<file path="config.mk">
export PLATFORM = sky130hd
export DESIGN_NAME = core_lsu
export DESIGN_NICKNAME = d
export VERILOG_FILES = /design/src/rtl/core_lsu.sv
export SDC_FILE = /design/constraint.sdc
export NUM_CORES = 1
export LEC_CHECK = 0
export ABC_CLOCK_PERIOD_IN_PS = 3800
export CORE_MARGIN = 5
export CORE_UTILIZATION = 41
export DETAILED_ROUTE_END_ITERATION = 10
export DONT_BUFFER_PORTS = 1
export GPL_TIMING_DRIVEN = 0
export PLACE_DENSITY = 0.59
export SLEW_MARGIN = 5
export SYNTH_ARGS = -nofsm -noshare
export SYNTH_HDL_FRONTEND = slang
export SYNTH_SLANG_ARGS = --single-unit
</file>
<file path="constraint.sdc">
create_clock -name clk -period 3.8 [get_ports clk]
set_input_delay 0.38 -clock clk [delete_from_list [all_inputs] [get_ports clk]]
set_output_delay 0.38 -clock clk [all_outputs]
set_load 0.1 [all_outputs]
</file>
<file path="src/rtl/core_lsu.sv">
// Load/store unit: accepts one memory request from core_ex, runs a req/ack
// bus cycle, aligns/extends load data into a single-cycle writeback, and
// reports misaligned requests and bus timeouts as single-cycle pulses.
module core_lsu #(
  parameter int unsigned TIMEOUT_CYCLES = 255
) (
  input  logic        clk,
  input  logic        rst,
  input  logic        ex_valid_in,
  input  logic        ex_is_load_in,
  input  logic        ex_is_store_in,
  input  logic [2:0]  ex_func3_in,
  input  logic [31:0] ex_addr_in,
  input  logic [31:0] ex_store_data_in,
  input  logic [4:0]  ex_rd_in,
  output logic        mem_req_out,
  output logic        mem_we_out,
  output logic [31:0] mem_addr_out,
  output logic [31:0] mem_wdata_out,
  output logic [3:0]  mem_wstrb_out,
  input  logic        mem_ack_in,
  input  logic [31:0] mem_rdata_in,
  output logic        reg_we_out,
  output logic [4:0]  reg_write_addr_out,
  output logic [31:0] reg_write_data_out,
  output logic        hold_flag_out,
  output logic        misalign_out,
  output logic        bus_err_out
);

  // Counter value at which a BUS cycle without ack is aborted.
  localparam logic [15:0] TmoLast = 16'(TIMEOUT_CYCLES - 1);

  typedef enum logic [0:0] {StIdle, StBus} state_e;

  state_e      state_q, state_d;
  logic [15:0] tmo_cnt_q;
  logic        is_load_q;
  logic        we_q;
  logic [2:0]  func3_q;
  logic [1:0]  offs_q;
  logic [4:0]  rd_q;
  logic [31:0] addr_q;
  logic [31:0] wdata_q;
  logic [3:0]  wstrb_q;
  logic        reg_we_q;
  logic [4:0]  reg_addr_q;
  logic [31:0] reg_data_q;
  logic        misalign_q;
  logic        bus_err_q;

  logic        legal;
  logic        misaligned;
  logic        idle_req;
  logic        accept;
  logic        in_bus;
  logic        tmo_hit;
  logic [31:0] wdata_d;
  logic [3:0]  wstrb_d;
  logic [31:0] rdata_shifted;
  logic [31:0] load_data;

  assign in_bus = (state_q == StBus);

  // Request decode: funct3 legality, alignment and accept condition.
  always_comb begin
    legal = 1'b0;
    if (ex_is_load_in) begin
      unique case (ex_func3_in)
        3'b000, 3'b001, 3'b010, 3'b100, 3'b101: legal = 1'b1;
        default:                                legal = 1'b0;
      endcase
    end else if (ex_is_store_in) begin
      unique case (ex_func3_in)
        3'b000, 3'b001, 3'b010: legal = 1'b1;
        default:                legal = 1'b0;
      endcase
    end
    misaligned = ((ex_func3_in[1:0] == 2'b01) && ex_addr_in[0]) ||
                 ((ex_func3_in[1:0] == 2'b10) && (ex_addr_in[1:0] != 2'b00));
    idle_req   = (state_q == StIdle) && ex_valid_in && (ex_is_load_in || ex_is_store_in) && legal;
    accept     = idle_req && !misaligned;
  end

  // Store lane replication and byte strobes; loads write nothing.
  always_comb begin
    wdata_d = ex_store_data_in;
    wstrb_d = 4'b0000;
    if (ex_is_store_in) begin
      unique case (ex_func3_in[1:0])
        2'b00: begin
          wdata_d = {4{ex_store_data_in[7:0]}};
          wstrb_d = 4'b0001 << ex_addr_in[1:0];
        end
        2'b01: begin
          wdata_d = {2{ex_store_data_in[15:0]}};
          wstrb_d = 4'b0011 << ex_addr_in[1:0];
        end
        default: begin
          wdata_d = ex_store_data_in;
          wstrb_d = 4'b1111;
        end
      endcase
    end
  end

  // Next-state logic; an ack in the terminal-count cycle takes priority.
  always_comb begin
    state_d = state_q;
    tmo_hit = in_bus && !mem_ack_in && (tmo_cnt_q == TmoLast);
    unique case (state_q)
      StIdle: if (accept) state_d = StBus;
      StBus:  if (mem_ack_in || tmo_hit) state_d = StIdle;
      default: state_d = StIdle;
    endcase
  end

  // State register.
  always_ff @(posedge clk) begin
    if (rst) state_q <= StIdle;
    else     state_q <= state_d;
  end

  // Request latch and timeout counter.
  always_ff @(posedge clk) begin
    if (rst) begin
      tmo_cnt_q <= '0;
      is_load_q <= 1'b0;
      we_q      <= 1'b0;
      func3_q   <= '0;
      offs_q    <= '0;
      rd_q      <= '0;
      addr_q    <= '0;
      wdata_q   <= '0;
      wstrb_q   <= '0;
    end else if (accept) begin
      tmo_cnt_q <= '0;
      is_load_q <= ex_is_load_in;
      we_q      <= ex_is_store_in;
      func3_q   <= ex_func3_in;
      offs_q    <= ex_addr_in[1:0];
      rd_q      <= ex_rd_in;
      addr_q    <= {ex_addr_in[31:2], 2'b00};
      wdata_q   <= wdata_d;
      wstrb_q   <= wstrb_d;
    end else if (in_bus && !mem_ack_in) begin
      tmo_cnt_q <= tmo_cnt_q + 16'd1;
    end
  end

  // Lane select and sign/zero extension of the returned word.
  always_comb begin
    rdata_shifted = mem_rdata_in >> {offs_q, 3'b000};
    unique case (func3_q)
      3'b000:  load_data = {{24{rdata_shifted[7]}}, rdata_shifted[7:0]};
      3'b001:  load_data = {{16{rdata_shifted[15]}}, rdata_shifted[15:0]};
      3'b100:  load_data = {24'd0, rdata_shifted[7:0]};
      3'b101:  load_data = {16'd0, rdata_shifted[15:0]};
      default: load_data = rdata_shifted;
    endcase
  end

  // Writeback and status pulses; writeback address/data hold between pulses.
  always_ff @(posedge clk) begin
    if (rst) begin
      reg_we_q   <= 1'b0;
      reg_addr_q <= '0;
      reg_data_q <= '0;
      misalign_q <= 1'b0;
      bus_err_q  <= 1'b0;
    end else begin
      reg_we_q   <= 1'b0;
      misalign_q <= idle_req && misaligned;
      bus_err_q  <= tmo_hit;
      if (in_bus && mem_ack_in && is_load_q && (rd_q != 5'd0)) begin
        reg_we_q   <= 1'b1;
        reg_addr_q <= rd_q;
        reg_data_q <= load_data;
      end
    end
  end

  assign mem_req_out        = in_bus;
  assign mem_we_out         = in_bus && we_q;
  assign mem_addr_out       = addr_q;
  assign mem_wdata_out      = wdata_q;
  assign mem_wstrb_out      = wstrb_q;
  assign reg_we_out         = reg_we_q;
  assign reg_write_addr_out = reg_addr_q;
  assign reg_write_data_out = reg_data_q;
  assign hold_flag_out      = accept || in_bus;
  assign misalign_out       = misalign_q;
  assign bus_err_out        = bus_err_q;

endmodule

</file>
# Word level (Yosys, flattened, before mapping)
# Cells that the tools add are included.
# W data, S select, Z words.
# totals
register_bits,135
inputBits,110
output_inout_bits,111
elab_cells,70
# classes
addsub,1
n_eq_ne,10
shift,3
n_mux,13
n_bitwise,1
reduce_logical,27
# op_table
cell,count
$pmux W32 S4,1
$pmux W32 S2,1
$mux W32,1
$shr A32 B5 Y32,1
$add A16 B1 Y16 const B,1
$eq A16 B8 Y1 const B,1
$logic_and A1 B1 Y1,13
$eq A3 B3 Y1 const B,4
$pmux W4 S2,1
$mux W1,7
$eq A3 B1 Y1 const B,2
$logic_not A3 Y1,2
$reduce_bool A5 Y1,1
$reduce_or A5 Y1,1
$logic_or A1 B1 Y1,4
$mux W4,1
$shl A1 B2 Y4 const A,1
$shl A2 B2 Y4 const A,1
$eq A3 B2 Y1 const B,1
$reduce_or A3 Y1,1
$eq A2 B1 Y1 const B,1
$eq A2 B2 Y1 const B,1
$logic_not A1 Y1,2
$logic_not A2 Y1,1
4 further kinds,4

# Longest topological paths before layout
# logic_depth
word_depth,9
ltp_mapped,7

# Worst setup path after synthesis
# OpenSTA, ideal clock, no wires.
# synth_path
path_kind,register to output
start,"reg state_q, in the netlist mem_req_out"
end,out hold_flag_out
arrival_time_ns,1.972
required_time_ns,3.420
slack_ns,1.448
path_stages_with_launch,3
n_path_buf,0
path_cell_list,dfxtp_1 inv_1 nand2_1
# synth_via
elab_chain_cells,6
# synth_rtl
element,line,source
from (decl),36,"state_e state_q, state_d;"
from (signal assigned),120,if (rst) state_q <= StIdle;
from (signal assigned),121,else state_q <= state_d;
$not A1 Y1,-,
$logic_and A1 B1 Y1 (3 in a row),81,idle_req = (state_q == StIdle) && ex_valid_in && (ex_is_load_in || ex_is_store_in) && legal;
$logic_and A1 B1 Y1,82,accept = idle_req && !misaligned;
$logic_or A1 B1 Y1 *,191,assign hold_flag_out = accept || in_bus;
to (decl),26,"output logic hold_flag_out,"
# Every way passes the cells marked *; elsewhere a longest branch is shown, timed or not.

# Worst setup path in the final report
# Same ends and word-level chain as after synthesis.

==> out/results.tsv <==
stage	metric	value	unit
setup_path	critical path class	flop to output pin	
timing	Slew Viols, Final	0	
setup_path	Crit. End Element	output pin	
placement	area of placed instances	5780	um2
synth	Post-Syn Area per Cell	9.91	um2
floorplanning	core area	13300	um2
synth	Synth cell types	54	
timing	fmax	0.333	GHz
placement	Placer Congestion	0.914	
status	status	finished, final reports clean	
placement	Placement Setup Slack	1.13	ns
layout	Syn-to-layout area delta	15.2	%
pwr	switching portion of total power	28.5	%
timing	Rel. slew slack	20.8	%
min_path	HP Class	input pin to flop	
grt	Remaining Overflow, GRT	0	
floorplanning	Initial Utilization	41.8	%
pwr	Comb power frac	6.1	%
timing	setup_tns	0	ns
grt	largest net degree at the start of global routing	17	
layout	Final #Nets	693	
clock_network	# clock sinks	135	
pwr	Max IR drop VDD	0.290	mV
layout	share of layout cells above drive strength 1	12.8	%
placement	HPWL after detailed placement	12200	um
route	post-DR wirelength/cell	21.2	um
floorplanning	Core Rows	42	
route	vias per cell	5.73	
run	number of max-cap violations	0	
grt	total track usage	20.1	%
floorplanning	Die Height	126	um
timing	final hold vios	0	
synth	Mapped Cells	561	
pwr	Power Density	570	nW/um2
layout	# fillers	1258	
pwr	Clk pwr share	47.3	%
synth	sequential area share after synthesis	48.6	%
synth	yosys warns	0	
route	vias	4409	
clock_network	CTS Buf Count	17	
floorplanning	die area	16000	um2
floorplanning	Ports	221	
timing	Period minus WS final	3.00	ns
synth	EDFF count, synth	0	
synth	async set-reset flop share out of synthesis	0	%
setup_path	Max FO, Critical Path	8	
timing	Tightest Pin Transition	1.19	ns
grt	vias in the first global route	4502	
clock_network	CTS tree	built	
route	Post-Route WL	16400	um
setup_path	WP data required	3.42	ns
layout	ANT cells	0	
synth	ys flop type	dfxtp_1	
setup_path	WP data arrival	2.62	ns
clock_network	clk_lat worst skew	0.42	ns
timing	RSZ-0062 raised after global routing	no	
floorplanning	Die W	126	um
route	DRC viols	0	
clock_network	Hold Buf Count CTS	0	
placement	IO Port Bufs	0	
timing	fin crit share	79.0	%
route	ANT nets after route	0	
grt	global-route wire length before repair	25500	um
timing	setup ws final	0.799	ns
clock_network	Clock Tree Root	clkbuf_16	
clock_network	Post-CTS Setup Repair Bufs	0	
route	Initial DRC Count	234	
route	drt first pass iters	4	
pwr	sequential power share	46.6	%
synth	synthesized area	5560	um2
clock_network	clock tree buffer depth	2	
grt	initial antenna violation count	1	
clock_network	Max H-tree Level	4	
clock_network	clock slew at reported path FFs	0.06	ns
clock_network	number of gates resized after cts	0	
pwr	Net Sw Power	1040	uW
synth	FF+latch count, synth	135	
pwr	Leakage	0.00236	uW
timing	final setup vio count	0	
setup_path	critical path startpoint category	flop	
layout	post-route cell area	6400	um2
timing	clock skew	0.00469	ns
pwr	Internal Power	2610	uW
## sequential cells by signal (all words and copies together) (netlist names)
| signal | cells |
|---|---|
| bus_err_out | 1 |
| func3_q | 3 |
| is_load_q | 1 |
| mem_addr_out | 30 |
| mem_req_out | 1 |
| mem_wdata_out | 32 |
| mem_wstrb_out | 4 |
| misalign_out | 1 |
| offs_q | 2 |
| rd_q | 5 |
| reg_we_out | 1 |
| reg_write_addr_out | 5 |
| reg_write_data_out | 32 |
| tmo_cnt_q | 16 |
| we_q | 1 |
## area by class of cell
cell class,count,area [um2],share of cell area (%)
buffer,45,235,3.67
clock inverter,13,169,2.64
sequential,135,2700,42.2
tap,176,220,3.44
clock buffer,19,453,7.07
multi-input combinational,376,2600,40.6
inverter,6,22.5,0.352
## metrics by stage
step,util (%),power [uW],std cells,hold slack (ns)
after floorplan,-,1900,562,0.434
after global placement,43.5,1950,738,0.451
after detailed placement,43.5,1960,738,0.456
after CTS,48.2,3680,770,0.0476
after global routing,48.2,3780,770,0.0549
final,48.2,3650,770,0.0676
## routing by layer
layer | up-vias | global-route usage, % | routed length (um)
met4 | 2 | 8.08 | 320
met5 | - | 0 | 7
met1 | 2096 | 23.9 | 6800
met2 | 203 | 31.8 | 7560
li1 | 2085 | - | -
met3 | 23 | 9.12 | 1670
## worst paths after layout
check | start | endpoint | slack (ns) | depth (start not counted)
setup / recovery | mem_req_out$_SDFF_PP0_ | hold_flag_out | 0.80 | 2
hold reg to reg | is_load_q$_SDFFE_PP0P_ | is_load_q$_SDFFE_PP0P_ | 0.48 | 1
hold / removal | mem_ack_in | mem_req_out$_SDFF_PP0_ | 0.07 | 1
setup reg to reg | mem_req_out$_SDFF_PP0_ | tmo_cnt_q[14]$_SDFFE_PP0P_ | 1.13 | 4
## cell usage in the layout (no fill, tap or decap), types with 4 or more instances in the layout
master,count
xnor2_1,9
nor2b_1,4
inv_6,4
nor2_1,33
mux2i_1,39
xor2_1,4
clkbuf_16,17
nand2_1,53
dfxtp_1,135
o21ai_0,31
inv_1,6
a21oi_1,46
o211ai_1,7
buf_2,11
o2bb2ai_1,35
buf_4,12
a22o_1,50
clkbuf_1,19
mux2_2,8
nor3_1,5
## cells in the mapped netlist (2+ instances only)
master,n,area (um2)
a21oi_1,46,230
a22o_1,50,438
a22oi_1,3,22.5
and3_1,3,18.8
and4b_1,2,20.0
buf_1,2,7.51
buf_2,11,55.1
buf_4,12,90.1
clkbuf_1,19,71.3
dfxtp_1,135,2700
ha_1,2,25.0
inv_1,6,22.5
mux2_2,8,90.1
mux2i_1,39,390
nand2_1,53,199
nand2b_1,2,12.5
nand3_1,3,15.0
nand4_1,2,12.5
nor2_1,33,124
nor2b_1,4,25.0
nor3_1,5,25.0
nor3b_1,2,15.0
nor4_1,3,18.8
nor4b_1,2,17.5
o211ai_1,7,52.6
o21ai_0,31,155
o2bb2ai_1,35,307
o41ai_1,2,17.5
or3_1,3,18.8
xnor2_1,9,78.8
xor2_1,4,35.0
## worst max-delay path, stage by stage (launching register included)
cell and delay (ns):
dfxtp_1 1.10, inv_1 0.30, nand2_1 0.80
## kinds of logic (layout without fill, tap and decap cells)
logic type | count (synthesis) | in the layout | synth area share [%]
AOI/OAI and AO/OA | 183 | 183 | 24.1
DFF | 135 | 135 | 48.6
and+or+nand+nor | 128 | 128 | 11.0
buffers and inverters | 51 | 83 | 4.64
muxes | 48 | 48 | 9.05
xor gates and xnor gates | 13 | 13 | 2.05
adders and majority gates | 2 | 2 | 0.450
other | 1 | 2 | 0.0675
## power by group through the flow
stage               sequential [uW]  combinational, uW  clock, uW
finish                         1700                223       1730
global route                   1710                244       1830
CTS                            1700                225       1750
detailed placement             1730                225          0
global placement               1730                218          0
floorplan                      1720                178          0
Power figures use the tool's default switching activity.
